[config.mk]
export PLATFORM = sky130hd
export DESIGN_NAME = plugin_mem_arbiter
export DESIGN_NICKNAME = d
export VERILOG_FILES = /design/src/rtl/RS5_pkg.sv /design/src/rtl/plugin_rd_tag_pipe.sv /design/src/rtl/plugin_mem_arbiter.sv
export SDC_FILE = /design/constraint.sdc
export NUM_CORES = 1
export LEC_CHECK = 0
export BUFFER_PORTS_ARGS = -buffer_cell sky130_fd_sc_hd__buf_4
export CORE_AREA = 2 2 119 121
export DETAILED_ROUTE_END_ITERATION = 6
export DIE_AREA = 0 0 121 123
export SLEW_MARGIN = 20
export SYNTH_ARGS = -nofsm -noshare
export SYNTH_HDL_FRONTEND = slang
export SYNTH_SLANG_ARGS = --single-unit
[constraint.sdc]
create_clock -name clk -period 1.9 [get_ports clk]
set_input_delay 0.38 -clock clk [delete_from_list [all_inputs] [get_ports clk]]
set_output_delay 0.38 -clock clk [all_outputs]
set_load 0.01 [all_outputs]
[src/rtl/RS5_pkg.sv]
// Shared types for the RS5 data-RAM arbiter: plugin FSM states and read tags.
package RS5_pkg;

    typedef enum logic [1:0] {P_IDLE, P_ACK, P_RD} plg_arb_state_e;

    // One bit per requester; marks which side owns a RAM read in flight.
    typedef struct packed {
        logic cpu;
        logic plg;
    } rd_tag_t;

    localparam logic [3:0] WE_WORD = 4'hF;
    localparam logic [3:0] WE_NONE = 4'h0;

endpackage

[src/rtl/plugin_rd_tag_pipe.sv]
// RAM_LATENCY-deep shift register of read tags; the tag leaves the pipe in the
// same cycle the RAM presents the matching read data.
module plugin_rd_tag_pipe
    import RS5_pkg::*;
#(
    parameter int RAM_LATENCY = 1
) (
    input  logic    clk,
    input  logic    reset_n,
    input  rd_tag_t tag_in,
    output rd_tag_t tag_out
);

    rd_tag_t tag_pipe [RAM_LATENCY];

    // Shift tags one stage per cycle; reset flushes anything in flight.
    always_ff @(posedge clk or negedge reset_n) begin
        if (!reset_n) begin
            for (int i = 0; i < RAM_LATENCY; i++) tag_pipe[i] <= '0;
        end else begin
            tag_pipe[0] <= tag_in;
            for (int i = 1; i < RAM_LATENCY; i++) tag_pipe[i] <= tag_pipe[i-1];
        end
    end

    assign tag_out = tag_pipe[RAM_LATENCY-1];

endmodule

[src/rtl/plugin_mem_arbiter.sv]
// Single-port data RAM arbiter between the RS5 CPU data port and the image
// plugin. CPU wins by default; a starvation counter forces a plugin grant.
// Optional macro PLUGIN_ADDR_CHECK_EN: plugin accesses outside the RAM window
// are not issued, complete with zero data and set a sticky plg_err_o.
module plugin_mem_arbiter
    import RS5_pkg::*;
#(
    parameter int          RAM_LATENCY  = 1,
    parameter int          STARVE_LIMIT = 4,
    parameter logic [31:0] RAM_BASE     = 32'h0000_0000,
    parameter logic [31:0] RAM_SIZE     = 32'h0001_0000
) (
    input  logic        clk,
    input  logic        reset_n,
    input  logic        cpu_enable_i,
    input  logic [3:0]  cpu_we_i,
    input  logic [31:0] cpu_addr_i,
    input  logic [31:0] cpu_data_i,
    output logic [31:0] cpu_data_o,
    output logic        cpu_stall_o,
    input  logic        plg_req_i,
    input  logic        plg_we_i,
    input  logic [31:0] plg_addr_i,
    input  logic [31:0] plg_wdata_i,
    output logic [31:0] plg_rdata_o,
    output logic        plg_ready_o,
    output logic        ram_en_o,
    output logic [3:0]  ram_we_o,
    output logic [31:0] ram_addr_o,
    output logic [31:0] ram_data_o,
    input  logic [31:0] ram_data_i,
    output logic        plg_err_o
);

    plg_arb_state_e state, state_nxt;
    logic [7:0]     starve_cnt;
    logic           plg_new, in_win, plg_bad, plg_cand, starved;
    logic           plg_gnt, cpu_gnt;
    logic [31:0]    plg_rdata_q;
    logic           plg_err_q;
    rd_tag_t        tag_in, tag_out;

    // A fresh plugin request is only looked at while idle; gated by reset so
    // nothing is granted or driven while reset_n is low.
    assign plg_new = reset_n && (state == P_IDLE) && plg_req_i;
    assign in_win  = (plg_addr_i >= RAM_BASE) && ((plg_addr_i - RAM_BASE) < RAM_SIZE);

`ifdef PLUGIN_ADDR_CHECK_EN
    assign plg_bad = plg_new && !in_win;
`else
    logic unused_win;
    assign unused_win = in_win;
    assign plg_bad    = 1'b0;
`endif

    assign plg_cand    = plg_new && !plg_bad;
    assign starved     = (starve_cnt == 8'(STARVE_LIMIT));
    assign plg_gnt     = plg_cand && (starved || !cpu_enable_i);
    assign cpu_gnt     = reset_n && cpu_enable_i && !plg_gnt;
    assign cpu_stall_o = reset_n && cpu_enable_i && plg_gnt;

    // Steer the granted requester onto the RAM port, same cycle.
    always_comb begin
        ram_en_o   = 1'b0;
        ram_we_o   = WE_NONE;
        ram_addr_o = '0;
        ram_data_o = '0;
        if (cpu_gnt) begin
            ram_en_o   = 1'b1;
            ram_we_o   = cpu_we_i;
            ram_addr_o = cpu_addr_i;
            ram_data_o = cpu_data_i;
        end else if (plg_gnt) begin
            ram_en_o   = 1'b1;
            ram_we_o   = plg_we_i ? WE_WORD : WE_NONE;
            ram_addr_o = plg_addr_i;
            ram_data_o = plg_wdata_i;
        end
    end

    assign tag_in.cpu = cpu_gnt && (cpu_we_i == WE_NONE);
    assign tag_in.plg = plg_gnt && !plg_we_i;

    plugin_rd_tag_pipe #(.RAM_LATENCY(RAM_LATENCY)) u_tag_pipe (
        .clk     (clk),
        .reset_n (reset_n),
        .tag_in  (tag_in),
        .tag_out (tag_out)
    );

    // Plugin FSM state register.
    always_ff @(posedge clk or negedge reset_n) begin
        if (!reset_n) state <= P_IDLE;
        else          state <= state_nxt;
    end

    // Plugin FSM next state and completion pulse.
    always_comb begin
        state_nxt   = state;
        plg_ready_o = 1'b0;
        case (state)
            P_IDLE: begin
                if (plg_bad)      state_nxt = P_ACK;
                else if (plg_gnt) state_nxt = plg_we_i ? P_ACK : P_RD;
            end
            P_ACK: begin
                plg_ready_o = 1'b1;
                state_nxt   = P_IDLE;
            end
            P_RD: begin
                if (tag_out.plg) begin
                    plg_ready_o = 1'b1;
                    state_nxt   = P_IDLE;
                end
            end
            default: state_nxt = P_IDLE;
        endcase
    end

    // Count denied plugin cycles, saturating; any plugin completion path clears it.
    always_ff @(posedge clk or negedge reset_n) begin
        if (!reset_n)                      starve_cnt <= '0;
        else if (plg_gnt || plg_bad)       starve_cnt <= '0;
        else if (plg_cand && !starved)     starve_cnt <= starve_cnt + 8'd1;
    end

    // Return read data to its owner; plugin data is also held for later cycles.
    always_ff @(posedge clk or negedge reset_n) begin
        if (!reset_n) begin
            cpu_data_o  <= '0;
            plg_rdata_q <= '0;
            plg_err_q   <= 1'b0;
        end else begin
            if (tag_out.cpu) cpu_data_o  <= ram_data_i;
            if (tag_out.plg) plg_rdata_q <= ram_data_i;
            else if (plg_bad) plg_rdata_q <= '0;
            if (plg_bad)     plg_err_q   <= 1'b1;
        end
    end

    assign plg_rdata_o = tag_out.plg ? ram_data_i : plg_rdata_q;
    assign plg_err_o   = plg_err_q;

endmodule

# Word-level counts from Yosys, hierarchy flattened
# Cells that the tools add are included.
# W data, S select, Z words.
# classes
reduce_logical,18
n_addsub,1
eq_ne,5
n_mux,18
# ops
op,n
$mux W32,5
$mux W8,2
$mux W4,3
$logic_and A1 B1 Y1,9
$add A8 B1 Y8 const B,1
$eq A8 B3 Y1 const B,1
$mux W2,3
$logic_not A1 Y1,4
$logic_not A4 Y1,1
$pmux W2 S2,1
$mux W1,3
$eq A2 B1 Y1 const B,1
$eq A2 B2 Y1 const B,1
$logic_not A2 Y1,1
$ne A2 B1 Y1 const B,1
$ne A2 B2 Y1 const B,1
$pmux W1 S2,1
$reduce_and A2 Y1,1
$reduce_bool A2 Y1,1
$logic_or A1 B1 Y1,1
# totals
register_bits,76
word_cells,48
input_bits,169

# Depth between registers and ports, before layout
# logic_depth
depth_word,7
mapped_depth,9

# Cells and area by module
# A second synthesis with hierarchy kept.
# unflattened
cells_unflattened,303
hier_area_um2,3777.4
# by_module_without_submodules
mod,cells_each,seq_area_each_um2,area_per_inst_um2,instances
plugin_mem_arbiter,301,1851.8,3727.3,1
plugin_rd_tag_pipe,2,50.0,50.0,1

# Worst setup path before layout
# No wires, ideal clock.
# synth_path
kind,reg2out
start,reg state[0]
end,out ram_we_o[0]
n_path_buf,3
slack_ps,-133
arrival_time_ps,1653
path_stages_with_launch,10
t_required_ps,1520
cell_sequence,dfrtp_1 > inv_1 > ha_1 > and3_1 > buf_2 > a31oi_2 > buf_2 > buf_6 > nand2_1 > o21ai_0
# synth_between
elab_chain_cells,7
elab_cells_between_ends,8
classes_between,mux (2); reduce/logical (6)
# synth_lines
element,line_no,text
from (decl),plugin_mem_arbiter.sv:35,"plg_arb_state_e state, state_nxt;"
from (signal assigned),plugin_mem_arbiter.sv:94,else state <= state_nxt;
$logic_not A2 Y1 (*),plugin_mem_arbiter.sv:45,assign plg_new = reset_n && (state == P_IDLE) && plg_req_i;
$logic_and A1 B1 Y1 (*) (2 in a row),plugin_mem_arbiter.sv:45,
$logic_and A1 B1 Y1 (*),plugin_mem_arbiter.sv:58,assign plg_gnt = plg_cand && (starved || !cpu_enable_i);
$logic_not A1 Y1,plugin_mem_arbiter.sv:59,assign cpu_gnt = reset_n && cpu_enable_i && !plg_gnt;
$logic_and A1 B1 Y1,plugin_mem_arbiter.sv:59,
$mux W4 (*),plugin_mem_arbiter.sv:68,if (cpu_gnt) begin
to (decl),plugin_mem_arbiter.sv:28,"output logic [3:0] ram_we_o,"
# Every way passes the cells marked *; elsewhere a longest branch is shown, timed or not.

# Final worst setup path
# layout_path
start,reg starve_cnt[1]
end,out ram_addr_o[12]
# layout_between
elab_chain_cells,6
elab_cells_between_ends,7
classes_between,eq/ne (1); mux (2); reduce/logical (4)
# layout_lines
element,line_no,text
from (decl),plugin_mem_arbiter.sv:36,logic [7:0] starve_cnt;
from (signal assigned),plugin_mem_arbiter.sv:124,else if (plg_cand && !starved) starve_cnt <= starve_cnt + 8'd1;
$eq A8 B3 Y1 (*),plugin_mem_arbiter.sv:57,assign starved = (starve_cnt == 8'(STARVE_LIMIT));
$logic_or A1 B1 Y1 (*),plugin_mem_arbiter.sv:58,
$logic_and A1 B1 Y1 (*),plugin_mem_arbiter.sv:58,
$logic_not A1 Y1,plugin_mem_arbiter.sv:59,
$logic_and A1 B1 Y1,plugin_mem_arbiter.sv:59,
$mux W32 (*),plugin_mem_arbiter.sv:68,
to (decl),plugin_mem_arbiter.sv:29,"output logic [31:0] ram_addr_o,"
# Marked as above.

==> run summary <==
Run status -> finished, violations left
Failing checks -> setup timing
Clock power share -> 23.7%
Sw Share -> 29.34%
YS warnings -> 0
CTS tree -> done
Initial antenna violation count -> 2
Clk_skew -> 0.008688 ns
Total GRT Usage -> 23.00%
Post-route ant nets -> 0
Leak -> 3.896 nW
Dpl cells -> 796
Worst Path Required -> 1.52 ns
Critical path peak fanout -> 8
Netlist Area Pre-Place -> 3805 um^2
DRC viols -> 0
Initial Utilization -> 27.95%
Worst hold-check path type -> input port to asynchronous set/reset pin
XOR/XNOR share of the synthesized area -> 0.4604%
Pins Over Slew Limit -> 0
Post-route setup slack -> -0.5629 ns
Die Footprint -> 14880 um^2
Post-Layout Cell Count -> 836
Adder-cell share of the synthesized area -> 1.644%
Total grt overflow -> 0
Sink Count -> 76
Clock Path Buffers -> 2
Largest family of logic cells by synthesized area -> multiplexers
CTS Root Cell -> clkbuf_16
Sequential area share after synthesis -> 49.98%
Distinct cell type count after synthesis -> 36
DR iter-0 viols -> 224
Net load switching power -> 2.341 mW
HPWL after DPL -> 14680 um
CP Buf/Inv Count -> 4
Final min period -> 2.463 ns
CP most frequent cell -> clkbuf_16
Critical Path, Cell by Cell -> inv_2 -> ha_4 -> and4bb_4 -> a21oi_4 -> nor2_4 -> clkbuf_16 -> clkbuf_16 -> a22o_1 -> buf_4
Final Hold Fails -> 0
Internal power -> 5.638 mW
RSZ-0062 raised after global routing -> true
Final setup fails -> 69
Post-DR vias/cell -> 4.901
Vias in the first global route -> 3870
Register bit count reported by yosys -> 76
Mux cell area share after synthesis -> 18.94%
Die height -> 123 um
Power Dens Cells -> 1033 nW/um^2
Post-synthesis simple-gate area fraction -> 5.820%
Combinational Power Share -> 46.9%
Cell Rows -> 43
Commonest non-fill, non-tap cell in the layout -> buf_4
Area fraction in compound gates after synthesis -> 18.38%
Slowest Stage Delay on Critical Path -> 0.38 ns
Tcrit/Tclk final -> 129.6%
Syn_area_per_cell -> 12.43 um^2
Seq pwr share -> 29.4%
Mapped Cells -> 306
Setup TNS -> -35.37 ns
Syn_nets -> 480
First-pass GRT wire length -> 24340 um
Post-layout util -> 56.74%
Commonest non-fill, non-tap cells in the layout -> 287 x buf_4, 74 x dfrtp_1, 53 x a22o_1, 53 x buf_6
# port buffers -> 303
Core Region -> 13610 um^2
Peak supply drop -> 0.0004783 V
Crit path max-delay family -> buffers and inverters
Nets -> 825
Max Fclk -> 406.0 MHz
Routed via count -> 4097
Gp weighted congestion -> 0.9245
Initial DRT Pass Iterations -> 4
CP arrival -> 2.08 ns
Width of the die -> 121 um
Critical Path Start Type -> flip-flop
Max-cap violations -> 0
Share of cells above drive strength 1 -> 72.41%
Worst Setup End Kind -> primary output
Setup CP Type -> flip-flop to primary output
DP Worst Slack -> -0.2682 ns
Post-Route WL -> 18760 um
I/O pin count -> 305
Wirelength per Cell -> 22.44 um
Critical path's slowest cell -> dfrtp_1
Total Power -> 7.979 mW
Largest net degree at the start of global routing -> 39
Area grow syn2layout -> 103.0%
H-tree depth -> 3
Antenna cell count -> 0
Clk_lat worst skew -> 0.33 ns
Clock Pin Slew Worst Setup and Hold Paths -> 0.06 ns
CTS buffer count -> 9
==> final cells by class <==
cell class | instances | area, um^2
fillers | 1169 | 5888
repair buffers | 360 | 3177
multi-input cells | 196 | 2049
flip-flops and latches | 76 | 1904
clock buffers | 13 | 270.3
well taps | 180 | 225.2
clock inverters | 3 | 67.56
inverters | 8 | 30.03
==> per-layer routing <==
metal	vias up	share of wire, %	GRT usage (%)	routed length [um]
li1	1847	-	-	-
met1	1976	37	26.90	6995
met2	223	49	37.08	9124
met3	47	9.0	7.472	1692
met4	4	4.9	13.37	912
met5	-	0.17	0	32
==> metrics by stage <==
stage	hold slack (ns)	area [um^2]
2_1_floorplan	0.08441	3836
3_3_place_gp	0.3498	6528
3_5_place_dp	0.3436	6528
4_1_cts	0.006640	7113
5_1_grt	0.02645	7724
6_report	0.03354	7724
==> flip-flops by register name (all words and copies together) (netlist names) <==
| register | count |
|---|---|
| cpu_data_o | 32 |
| plg_rdata_q | 32 |
| starve_cnt | 8 |
| state | 2 |
| u_tag_pipe.tag_out | 2 |
==> power by group through the flow <==
stage | Sequential, mW | Clock, mW | Combinational, mW
after global routing | 2.39 | 2.03 | 3.95
after CTS | 2.32 | 1.95 | 3.15
after detailed placement | 2.34 | 0 | 3.04
after floorplan | 2.39 | 0 | 1.25
final | 2.34 | 1.89 | 3.74
after global placement | 2.32 | 0 | 3.00
==> repair_timing <==
| item | 4_1_cts | 5_1_grt |
|---|---|---|
| hold buffers | 1 | 0 |
| hold endpoints to repair | 1 | 0 |
| gates resized for setup | 40 | 92 |
| cloned | 1 | 7 |
| buffers inserted | 5 | 10 |
| setup endpoints to repair | 71 | 84 |
| pin swaps | 11 | 27 |
==> worst register-to-register path, cell delays in order (launching register included) <==
cell	delay, ns
dfrtp_1	0.40
inv_2	0.09
ha_4	0.15
buf_4	0.11
nand3_4	0.07
buf_6	0.13
buf_4	0.13
buf_4	0.13
or4_4	0.49
o211ai_1	0.10
==> cell usage after synthesis <==
master | count | area [um^2]
nor2_4 | 1 | 11.26
nor2b_1 | 2 | 12.51
xnor2_1 | 2 | 17.52
nor2_1 | 3 | 11.26
nor3_1 | 4 | 20.02
and4bb_4 | 1 | 16.27
ha_1 | 5 | 62.56
o22ai_1 | 2 | 12.51
o31ai_1 | 1 | 7.510
a21o_1 | 1 | 7.510
a21oi_1 | 3 | 15.01
nor4_1 | 1 | 6.260
nand3_1 | 6 | 30.03
buf_6 | 4 | 45.04
o211ai_1 | 2 | 15.01
and3_1 | 2 | 12.51
a22o_1 | 64 | 560.5
clkbuf_1 | 8 | 30.03
inv_1 | 8 | 30.03
buf_4 | 1 | 7.510
a211oi_1 | 1 | 7.510
buf_2 | 13 | 65.06
nand2_1 | 14 | 52.55
conb_1 | 1 | 3.750
nand2b_1 | 1 | 6.260
o21ai_0 | 7 | 35.03
and2_1 | 1 | 6.260
or4_1 | 1 | 7.510
dfrtp_1 | 76 | 1902
nor3_4 | 1 | 16.27
a21oi_4 | 1 | 16.27
nand4_1 | 1 | 6.260
mux2_2 | 64 | 720.7
a31oi_2 | 1 | 12.51
a32o_1 | 1 | 10.01
or3_1 | 1 | 6.260
==> path summary, 6_finish.rpt <==
kind | start | to | slack, ns | depth (start not counted)
max | starve_cnt[1] | ram_addr_o[12] | -0.56 | 9
min | reset_n | starve_cnt[5] | 0.03 | 2
max reg2reg | state[0] | state[1] | 0.03 | 9
min reg2reg | plg_rdata_q[21] | plg_rdata_q[21] | 0.49 | 1
max in group asynchronous | reset_n | u_tag_pipe.tag_out[1] | 1.23 | 3
min in group clk | plg_we_i | u_tag_pipe.tag_out[0] | 0.25 | 2
==> cells by family after synthesis <==
kind of cell    count (synthesis)
mux                            64
fa+ha+maj                       5
other cells                     1
xor+xnor                        2
simple gates                   40
flops                          76
buf+inv                        34
compound gates                 84
Power figures use the tool's default switching activity.
